[src/rtl/multicycle_control_fsm.sv]
// Moore control FSM that sequences a multi-cycle RV32I-subset datapath.
// Ports: clk, rst (sync active-low), OP, Zero, MemReady in; datapath
// enables/selects, ALUOp, ImmSrc, IllegalOp out. Optional macro
// MULTICYCLE_PERF_EN adds CycleCount/InstrCount counters.
module multicycle_control_fsm #(
  parameter int CNT_W = 32
) (
  input  logic             clk,
  input  logic             rst,
  input  logic [6:0]       OP,
  input  logic             Zero,
  input  logic             MemReady,
  output logic             PCWrite,
  output logic             AdrSrc,
  output logic             MemWrite,
  output logic             IRWrite,
  output logic             RegWrite,
  output logic [1:0]       ResultSrc,
  output logic [1:0]       ALUSrcA,
  output logic [1:0]       ALUSrcB,
  output logic [1:0]       ALUOp,
  output logic [1:0]       ImmSrc,
  output logic             IllegalOp
`ifdef MULTICYCLE_PERF_EN
  ,
  output logic [CNT_W-1:0] CycleCount,
  output logic [CNT_W-1:0] InstrCount
`endif
);

  localparam logic [6:0] OP_LW  = 7'b0000011;
  localparam logic [6:0] OP_SW  = 7'b0100011;
  localparam logic [6:0] OP_R   = 7'b0110011;
  localparam logic [6:0] OP_I   = 7'b0010011;
  localparam logic [6:0] OP_JAL = 7'b1101111;
  localparam logic [6:0] OP_BEQ = 7'b1100011;

  typedef enum logic [3:0] {
    FETCH    = 4'd0,
    DECODE   = 4'd1,
    MEMADR   = 4'd2,
    MEMREAD  = 4'd3,
    MEMWB    = 4'd4,
    MEMWRITE = 4'd5,
    EXECUTER = 4'd6,
    EXECUTEI = 4'd7,
    JAL      = 4'd8,
    ALUWB    = 4'd9,
    BEQ      = 4'd10
  } state_t;

  state_t     state;
  state_t     nxt;
  logic       pcupd;
  logic       branch;
  logic       adr;
  logic       mw;
  logic       irw;
  logic       rw;
  logic [1:0] rs;
  logic [1:0] sa;
  logic [1:0] sb;
  logic [1:0] aop;
  logic [1:0] imm;
  logic       ill;
  logic       done;

  always_comb begin
    nxt    = FETCH;
    pcupd  = 1'b0;
    branch = 1'b0;
    adr    = 1'b0;
    mw     = 1'b0;
    irw    = 1'b0;
    rw     = 1'b0;
    rs     = 2'b00;
    sa     = 2'b00;
    sb     = 2'b00;
    aop    = 2'b00;
    ill    = 1'b0;
    done   = 1'b0;
    unique case (state)
      FETCH: begin
        sb    = 2'b10;
        rs    = 2'b10;
        irw   = MemReady;
        pcupd = MemReady;
        nxt   = MemReady ? DECODE : FETCH;
      end
      DECODE: begin
        sa = 2'b01;
        sb = 2'b01;
        unique case (OP)
          OP_LW, OP_SW: nxt = MEMADR;
          OP_R:         nxt = EXECUTER;
          OP_I:         nxt = EXECUTEI;
          OP_JAL:       nxt = JAL;
          OP_BEQ:       nxt = BEQ;
          default: begin
            nxt  = FETCH;
            ill  = 1'b1;
            done = 1'b1;
          end
        endcase
      end
      MEMADR: begin
        sa  = 2'b10;
        sb  = 2'b01;
        nxt = (OP == OP_LW) ? MEMREAD : MEMWRITE;
      end
      MEMREAD: begin
        adr = 1'b1;
        nxt = MemReady ? MEMWB : MEMREAD;
      end
      MEMWB: begin
        rs   = 2'b01;
        rw   = 1'b1;
        done = 1'b1;
      end
      MEMWRITE: begin
        adr  = 1'b1;
        mw   = 1'b1;
        done = MemReady;
        nxt  = MemReady ? FETCH : MEMWRITE;
      end
      EXECUTER: begin
        sa  = 2'b10;
        aop = 2'b10;
        nxt = ALUWB;
      end
      EXECUTEI: begin
        sa  = 2'b10;
        sb  = 2'b01;
        aop = 2'b10;
        nxt = ALUWB;
      end
      JAL: begin
        sa    = 2'b01;
        sb    = 2'b10;
        pcupd = 1'b1;
        nxt   = ALUWB;
      end
      ALUWB: begin
        rw   = 1'b1;
        done = 1'b1;
      end
      BEQ: begin
        sa     = 2'b10;
        aop    = 2'b01;
        branch = 1'b1;
        done   = 1'b1;
      end
      default: nxt = FETCH;
    endcase
  end

  always_comb begin
    unique case (OP)
      OP_SW:   imm = 2'b01;
      OP_BEQ:  imm = 2'b10;
      OP_JAL:  imm = 2'b11;
      default: imm = 2'b00;
    endcase
  end

  always_ff @(posedge clk) begin
    if (!rst) state <= FETCH;
    else      state <= nxt;
  end

  // Every output is held low combinationally while reset is asserted.
  assign PCWrite   = rst & (pcupd | (branch & Zero));
  assign AdrSrc    = rst & adr;
  assign MemWrite  = rst & mw;
  assign IRWrite   = rst & irw;
  assign RegWrite  = rst & rw;
  assign ResultSrc = {2{rst}} & rs;
  assign ALUSrcA   = {2{rst}} & sa;
  assign ALUSrcB   = {2{rst}} & sb;
  assign ALUOp     = {2{rst}} & aop;
  assign ImmSrc    = {2{rst}} & imm;
  assign IllegalOp = rst & ill;

`ifdef MULTICYCLE_PERF_EN
  logic [CNT_W-1:0] cyc;
  logic [CNT_W-1:0] ins;

  always_ff @(posedge clk) begin
    if (!rst) begin
      cyc <= '0;
      ins <= '0;
    end else begin
      cyc <= cyc + 1'b1;
      if (done) ins <= ins + 1'b1;
    end
  end

  assign CycleCount = rst ? cyc : '0;
  assign InstrCount = rst ? ins : '0;
`endif

endmodule

[config.mk]
export PLATFORM = sky130hd
export DESIGN_NAME = multicycle_control_fsm
export DESIGN_NICKNAME = d
export VERILOG_FILES = /design/src/rtl/multicycle_control_fsm.sv
export SDC_FILE = /design/constraint.sdc
export NUM_CORES = 1
export LEC_CHECK = 0
export ABC_CLOCK_PERIOD_IN_PS = 1570
export BUFFER_PORTS_ARGS = -buffer_cell sky130_fd_sc_hd__buf_2
export CAP_MARGIN = 20
export CORE_MARGIN = 3
export CORE_UTILIZATION = 35
export DETAILED_ROUTE_END_ITERATION = 6
export GPL_ROUTABILITY_DRIVEN = 0
export PLACE_DENSITY = 0.61
export SETUP_SLACK_MARGIN = 0.05
export SLEW_MARGIN = 30
export SYNTH_ARGS = -nofsm -noshare
export SYNTH_HDL_FRONTEND = slang
export SYNTH_SLANG_ARGS = --single-unit
[constraint.sdc]
create_clock -name clk -period 1.57 [get_ports clk]
set_input_delay 0.157 -clock clk [delete_from_list [all_inputs] [get_ports clk]]
set_output_delay 0.157 -clock clk [all_outputs]
set_load 0.01 [all_outputs]
==> summary.md, run 1 <==
| Metric | Value |
|---|---|
| Area share of and/or/nand/nor cells after synthesis | `45.8%` |
| Detailed Route Iter0 Violations | `8` |
| Antenna violations before repair | `0` |
| Cell area power density | `437 mW/mm²` |
| CP Data Arrival Time | `roughly 1.3 ns` |
| Largest family of logic cells by synthesized area | `simple AND/OR/NAND/NOR gates` |
| Hold crit path type | `input port to flip-flop` |
| Crit path launch type | `flip-flop` |
| Gate count after technology mapping | `between 80 and 90` |
| Post-layout instance count excluding filler cells | `134` |
| Largest vdd supply drop | `0.000290 V` |
| Biggest fanout along the worst timing path | `11` |
| # placed instances | `approximately 130` |
| Cell area after synthesis | `about 560 µm²` |
| Actual slew at the worst max-slew pin | `0.401 ns` |
| Final hold violations | `0` |
| Synth Area per Inst | `~6.3 µm²` |
| Max-slew violation total from the final report | `0` |
| Count of port buffers added during placement | `26` |
| Num CTS Buffers | `3` |
| Setup Skew | `0.00315 ns` |
| Ant diodes | `0` |
| Height of the die | `45.9 µm` |
| Number of setup violations in the final report | `0` |
| Router iterations before antenna repair | `5` |
| EDFF count, synth | `0` |
| Total nets after synthesis | `100` |
| Total power of the final layout | `between 0.0003 and 0.0004 W` |
| Fill cell count | `approximately 150` |
| Mux share of post-synthesis cell area | `3.60%` |
| Overall overflow remaining after global route | `0` |
| Area of the placeable core | `between 0.001 and 0.0015 mm²` |
| Count of warnings emitted by yosys | `0` |
| Sequential area share after synthesis | `around 14%` |
| Maximum number of pins on one net before global-route repair | `17` |
| Register bank with the most flops | `state` |
| Area of the die | `between 0.002 and 0.0025 mm²` |
| Setup repair after global routing missed its margin | `true` |
| Final Hold Slack | `0.238 ns` |
| DRC errors left | `0` |
| Tightest slew margin relative to the limit | `73.0%` |
| Maximum Capacitance Violations | `0` |
| Number of buffers on the longest clock path | `2` |
| Share of async-settable or async-resettable flops after synthesis | `0%` |
| Dpl hpwl | `1270 µm` |
| Max Fclk | `about 670 MHz` |
| Standard-cell row count | `13` |
| Total via count in the routed design | `approximately 740` |
| Period Utilization, post-route | `95.2%` |
| Primary FF master, synth | `sky130_fd_sc_hd__dfxtp_1` |
| Share of post-route cells with drive strength above 1 | `~39%` |
| Compound-cell area share of the yosys netlist | `~24%` |
| Flip-flop count of the largest register, all copies and words added | `4` |
| Buffer count from post-CTS setup fixing | `0` |
| Detailed-route wire length per cell | `~13 µm` |
| TritonCTS clock tree | `built` |
| Static leakage power | `about 0.36 nW` |
| Worst Setup Path Type | `flip-flop to output pin` |
| Type of destination of the critical path | `output pin` |
| Synthesis-to-layout area growth | `47.9%` |
| Boundary pin count | `27` |
| Most frequent cell after synthesis | `sky130_fd_sc_hd__nor2_1` |
| Number of H-tree branching levels | `1` |
| Cell type with the highest aggregate area in the netlist | `sky130_fd_sc_hd__dfxtp_1` |
| Number of hold buffers added after CTS | `0` |
| Ranking of synthesized cells by area | `sky130_fd_sc_hd__dfxtp_1 14%, sky130_fd_sc_hd__nor2_1 8.1%, sky130_fd_sc_hd__nor3_1 6.3%` |
| Post-detailed-route count of antenna-violating nets | `0` |
| Aggregate global-route resource usage | `18.3%` |
| Clock network latency to the later pin of the worst-skew pair | `~0.25 ns` |
| Total Nets Final | `around 130` |
| WP data required | `approximately 1.4 ns` |
| Detailed-route vias per instance | `~5.5` |
| Initial Utilization | `around two fifths` |
| Final critical-path required period | `approximately 1.5 ns` |
| Xor/xnor share of the synthesized area | `4.72%` |
| Die X-Extent | `45.9 µm` |
| Total Wirelength | `1730 µm` |
| Fraction of the mapped netlist area in adder cells | `0%` |
| Commonest cells post-synth | `12 x sky130_fd_sc_hd__nor2_1, 9 x sky130_fd_sc_hd__nand2_1, 7 x sky130_fd_sc_hd__nor3_1` |
| Largest registers | `state (4)` |
| Global-route wire length before repair | `approximately 2700 µm` |
| Number of library cell types mapped by synthesis | `35` |
| Clock tree root driver cell | `sky130_fd_sc_hd__clkbuf_4` |
| Share of the synthesized area in the top cell type | `about 14%` |
| Register clock-pin slew on the reported worst setup and hold paths | `~0.040 ns` |
| Run status | `finished clean` |
| Clock Sink Count | `4` |
| TNS Setup | `0 ns` |
| FF+latch count, synth | `4` |
| Vias in the first global route | `between 600 and 700` |
-- worst max-delay path: stages (launching register included) --
cell,delay [ns]
sky130_fd_sc_hd__dfxtp_2,0.33
sky130_fd_sc_hd__buf_12,0.15
sky130_fd_sc_hd__nor2_4,0.12
sky130_fd_sc_hd__nand2_2,0.07
sky130_fd_sc_hd__nor3_2,0.16
sky130_fd_sc_hd__and2_1,0.13
sky130_fd_sc_hd__buf_2,0.12
-- power by group --
part / internal, W / leakage (nW) / switching (W) / total, W
Combinational: 0.0000513 / 0.312 / 0.0000634 / 0.000115
Sequential: 0.000104 / 0.0336 / 0.00000401 / 0.000108
Clock: 0.0000861 / 0.0138 / 0.0000509 / 0.000137
-- cell usage in the layout (no fill, tap or decap), types with 2 or more instances in the layout --
cell                       Yosys  routed
sky130_fd_sc_hd__nor2_1       12      10
sky130_fd_sc_hd__o21ai_0       5       5
sky130_fd_sc_hd__nor2_4        0       2
sky130_fd_sc_hd__or3_1         2       2
sky130_fd_sc_hd__nor2b_1       2       2
sky130_fd_sc_hd__dfxtp_1       4       2
sky130_fd_sc_hd__nand2_1       9       8
sky130_fd_sc_hd__buf_2         1      26
sky130_fd_sc_hd__xnor2_1       3       3
sky130_fd_sc_hd__a21oi_1       6       6
sky130_fd_sc_hd__nor3_1        7       5
sky130_fd_sc_hd__buf_6         0       2
sky130_fd_sc_hd__mux2i_1       2       2
sky130_fd_sc_hd__inv_1         4       4
sky130_fd_sc_hd__buf_4         0       4
sky130_fd_sc_hd__and3_1        2       2
sky130_fd_sc_hd__a31oi_1       2       2
sky130_fd_sc_hd__nand4_1       2       2
sky130_fd_sc_hd__clkbuf_4      0       3
sky130_fd_sc_hd__nand3_1       3       3
-- kinds of logic after synthesis --
logic type / after synthesis
flops: 4
simple gates: 49
xor+xnor: 3
compound gates: 21
buf+inv: 10
mux: 2
-- layer usage --
metal,track usage (%),vias up,routed length [µm]
li1,-,385,-
met5,0,-,0
met4,5.11,0,10
met3,8.70,3,126
met1,21.1,332,743
met2,29.7,19,849
-- timing repair --
| item | CTS | global route |
|---|---|---|
| endpoints found under the setup margin | 5 | 11 |
| resized for setup | 5 | 10 |
| pin swaps | 0 | 3 |
-- final timing paths --
kind,from,to,slack [ns],depth (start not counted)
setup / recovery,state[1],IRWrite,0.08,6
setup reg to reg,state[0],state[1],0.20,3
hold / removal,OP[4],state[0],0.24,3
hold reg to reg,state[2],state[1],0.63,3
-- per-stage QoR --
stage	utilization, %	setup slack [ns]	cell area (µm²)
3_3_place_gp	53.4	0.0490	747
5_1_grt	58.9	-0.00960	823
6_report	58.9	0.0751	823
4_1_cts	56.2	0.0436	786
2_1_floorplan	-	0.0843	557
3_5_place_dp	53.4	0.000480	747
-- final cells by class --
type	count	area, µm²	area share (%)
multi-input cells	75	479	58.2
repair buffers	33	203	24.6
flip-flops and latches	4	85.1	10.3
clock buffers	3	22.5	2.74
well taps	15	18.8	2.28
inverters	4	15.0	1.82
No activity file was read; power rests on OpenSTA's default activity.
==> inputs of run 2 (changes only) <==
- CORE_AREA: unset -> 8 8 45 47
- CORE_MARGIN: 3 -> unset
- CORE_UTILIZATION: 35 -> unset
- DIE_AREA: unset -> 0 0 53 55
- PLACE_DENSITY: 0.61 -> 0.72
==> run 2 against run 1 <==
  * Cell count is 2.2% higher
  * Core utilization is 1.4 points lower
  * Hold slack better by 0.016 ns
  * Sequential share of layout area is 0.059 points higher
  * Sequential power hardly changed
  * Largest power group unchanged
==> summary.md, run 2 (synthesized netlist as in run 1, its figures left out) <==
| Metric | Value |
|---|---|
| First element of the critical path | `state[3]` |
| Flop2flop setup slack | `around 0.17 ns` |
| Static leakage power | `between 0.3 and 0.4 nW` |
| Final Hold Slack | `0.253 ns` |
| Register bank with the most flops | `state` |
| Num CTS Buffers | `3` |
| Largest registers | `state (4)` |
| CP Data Arrival Time | `between 1 and 1.5 ns` |
| Die X-Extent | `about 53 µm` |
| Most frequent cells in the layout | `26 x sky130_fd_sc_hd__buf_2, 11 x sky130_fd_sc_hd__nor2_1, 9 x sky130_fd_sc_hd__nand2_1, 8 x sky130_fd_sc_hd__buf_4` |
| Period Utilization, post-route | `about nine tenths` |
| TritonCTS clock tree | `built` |
| Actual slew at the worst max-slew pin | `between 0.3 and 0.4 ns` |
| Detailed-route wire length per cell | `approximately 13 µm` |
| Area of the die | `roughly 0.0029 mm²` |
| Register clock-pin slew on the reported worst setup and hold paths | `~0.040 ns` |
| Area of the placeable core | `between 0.001 and 0.0015 mm²` |
| Worst reg2reg path endpoint | `state[1]` |
| Ant diodes | `0` |
| Total via count in the routed design | `745` |
| Router iterations before antenna repair | `4` |
| Biggest fanout along the worst timing path | `8` |
| Detailed Route Iter0 Violations | `12` |
| Setup Skew | `between 0.003 and 0.004 ns` |
| Top layer used by detailed routing | `met3` |
| Worst Reg2Reg Path Length in Cells | `4` |
| Setup repair after global routing missed its margin | `true` |
| Aggregate global-route resource usage | `12.6%` |
| Maximum Capacitance Violations | `0` |
| Overall overflow remaining after global route | `0` |
| Standard-cell row count | `14` |
| Boundary pin count | `27` |
| Total power of the final layout | `roughly 0.00034 W` |
| WP data required | `1.41 ns` |
| Most common library cell in the layout ignoring fill and taps | `sky130_fd_sc_hd__buf_2` |
| Run status | `finished clean` |
| Final critical-path required period | `1.44 ns` |
| Number of hold buffers added after CTS | `0` |
| Tightest slew margin relative to the limit | `~74%` |
| Final hold violations | `0` |
| DRC errors left | `0` |
| Flip-flop count of the largest register, all copies and words added | `4` |
| Detailed-route vias per instance | `roughly 5.4` |
| Pre-CTS setup slack | `-0.0228 ns` |
| Hold crit path type | `input port to flip-flop` |
| Crit Reg-Reg Startpoint | `state[1]` |
| Max Fclk | `slightly below 700 MHz` |
| Fill cell count | `~160` |
| Global-route wire length before repair | `about 2900 µm` |
| Total Nets Final | `between 100 and 150` |
| Antenna violations before repair | `0` |
| Synthesis-to-layout area growth | `42.7%` |
| Met2 Wirelength | `approximately 900 µm` |
| Maximum number of pins on one net before global-route repair | `17` |
| Vias in the first global route | `a little under 700` |
| Initial Utilization | `40.2%` |
| Type of destination of the critical path | `output pin` |
| Length of routed met3 wiring | `between 60 and 70 µm` |
| Clock Sink Count | `4` |
| Largest vdd supply drop | `~0.00019 V` |
| Count of port buffers added during placement | `26` |
| Clock network latency to the later pin of the worst-skew pair | `approximately 0.24 ns` |
| Number of setup violations in the final report | `0` |
| Crit path launch type | `flip-flop` |
| Worst Setup Path Type | `flip-flop to output pin` |
| Cell area power density | `roughly 430 mW/mm²` |
| Met1 Routed Length | `approximately 740 µm` |
| Max-slew violation total from the final report | `0` |
| Height of the die | `between 50 and 60 µm` |
| Setup crit end | `RegWrite` |
| Core occupancy in the finished layout | `57.4%` |
| Dpl hpwl | `around 1400 µm` |
| Share of post-route cells with drive strength above 1 | `~37%` |
| Total Wirelength | `1710 µm` |
| Post-detailed-route count of antenna-violating nets | `0` |
| Number of H-tree branching levels | `1` |
| Clock tree root driver cell | `sky130_fd_sc_hd__clkbuf_4` |
| Final worst slack | `approximately 0.13 ns` |
| Number of buffers on the longest clock path | `2` |
## run 2: cell types whose count changed in the layout (fill, tap and decap cells not counted), sizes merged
cell | before | now
buf | 33 | 35
## run 2: final cells by class
| class | count | area [µm²] | share of cell area, % |
|---|---|---|---|
| tap | 16 | 20.0 | 2.52 |
| multi-input combinational | 75 | 453 | 57.0 |
| timing repair buffer | 35 | 201 | 25.4 |
| clock buffer | 3 | 22.5 | 2.83 |
| sequential | 4 | 82.6 | 10.4 |
| inverter | 4 | 15.0 | 1.89 |
## run 2: per-stage QoR
step           std cells  cell area (µm²)  TNS (ns)
6_report             137              795         0
4_1_cts              137              777         0
5_1_grt              137              795         0
3_3_place_gp         134              751         0
2_1_floorplan         89              557         0
3_5_place_dp         134              751   -0.0228
## run 2: worst max-delay path, cell delays in order, from the launching register on
cell and delay (ns):
sky130_fd_sc_hd__dfxtp_1 0.32, sky130_fd_sc_hd__buf_4 0.17, sky130_fd_sc_hd__nand2b_4 0.16, sky130_fd_sc_hd__o22a_1 0.19, sky130_fd_sc_hd__nor2_1 0.07, sky130_fd_sc_hd__buf_2 0.13
## run 2: per-layer routing
| layer | up-vias | global-route usage [%] |
|---|---|---|
| li1 | 388 | - |
| met1 | 346 | 13.8 |
| met2 | 11 | 22.9 |
| met3 | 0 | 3.48 |
| met4 | 0 | 3.88 |
| met5 | - | 0 |
## run 2: timing repair
action / 4_1_cts / 5_1_grt
gates resized for setup: 2 / 5
gates cloned: 0 / 0
buffers inserted: 0 / 0
setup endpoints to repair: 2 / 9
## run 2: report_power, final
part / total, W / switching (W) / internal, W
Combinational: 0.000107 / 0.0000596 / 0.0000473
Clock: 0.000127 / 0.0000416 / 0.0000855
Sequential: 0.000108 / 0.00000350 / 0.000105
## run 2: worst min-delay path by stage
stage	depth (start not counted)	start	end
final	3	OP[4]	state[0]
after global routing	3	OP[4]	state[2]
after CTS	3	OP[4]	state[0]
after detailed placement	3	OP[4]	state[0]
after global placement	3	OP[4]	state[1]
after floorplan	2	OP[4]	state[1]
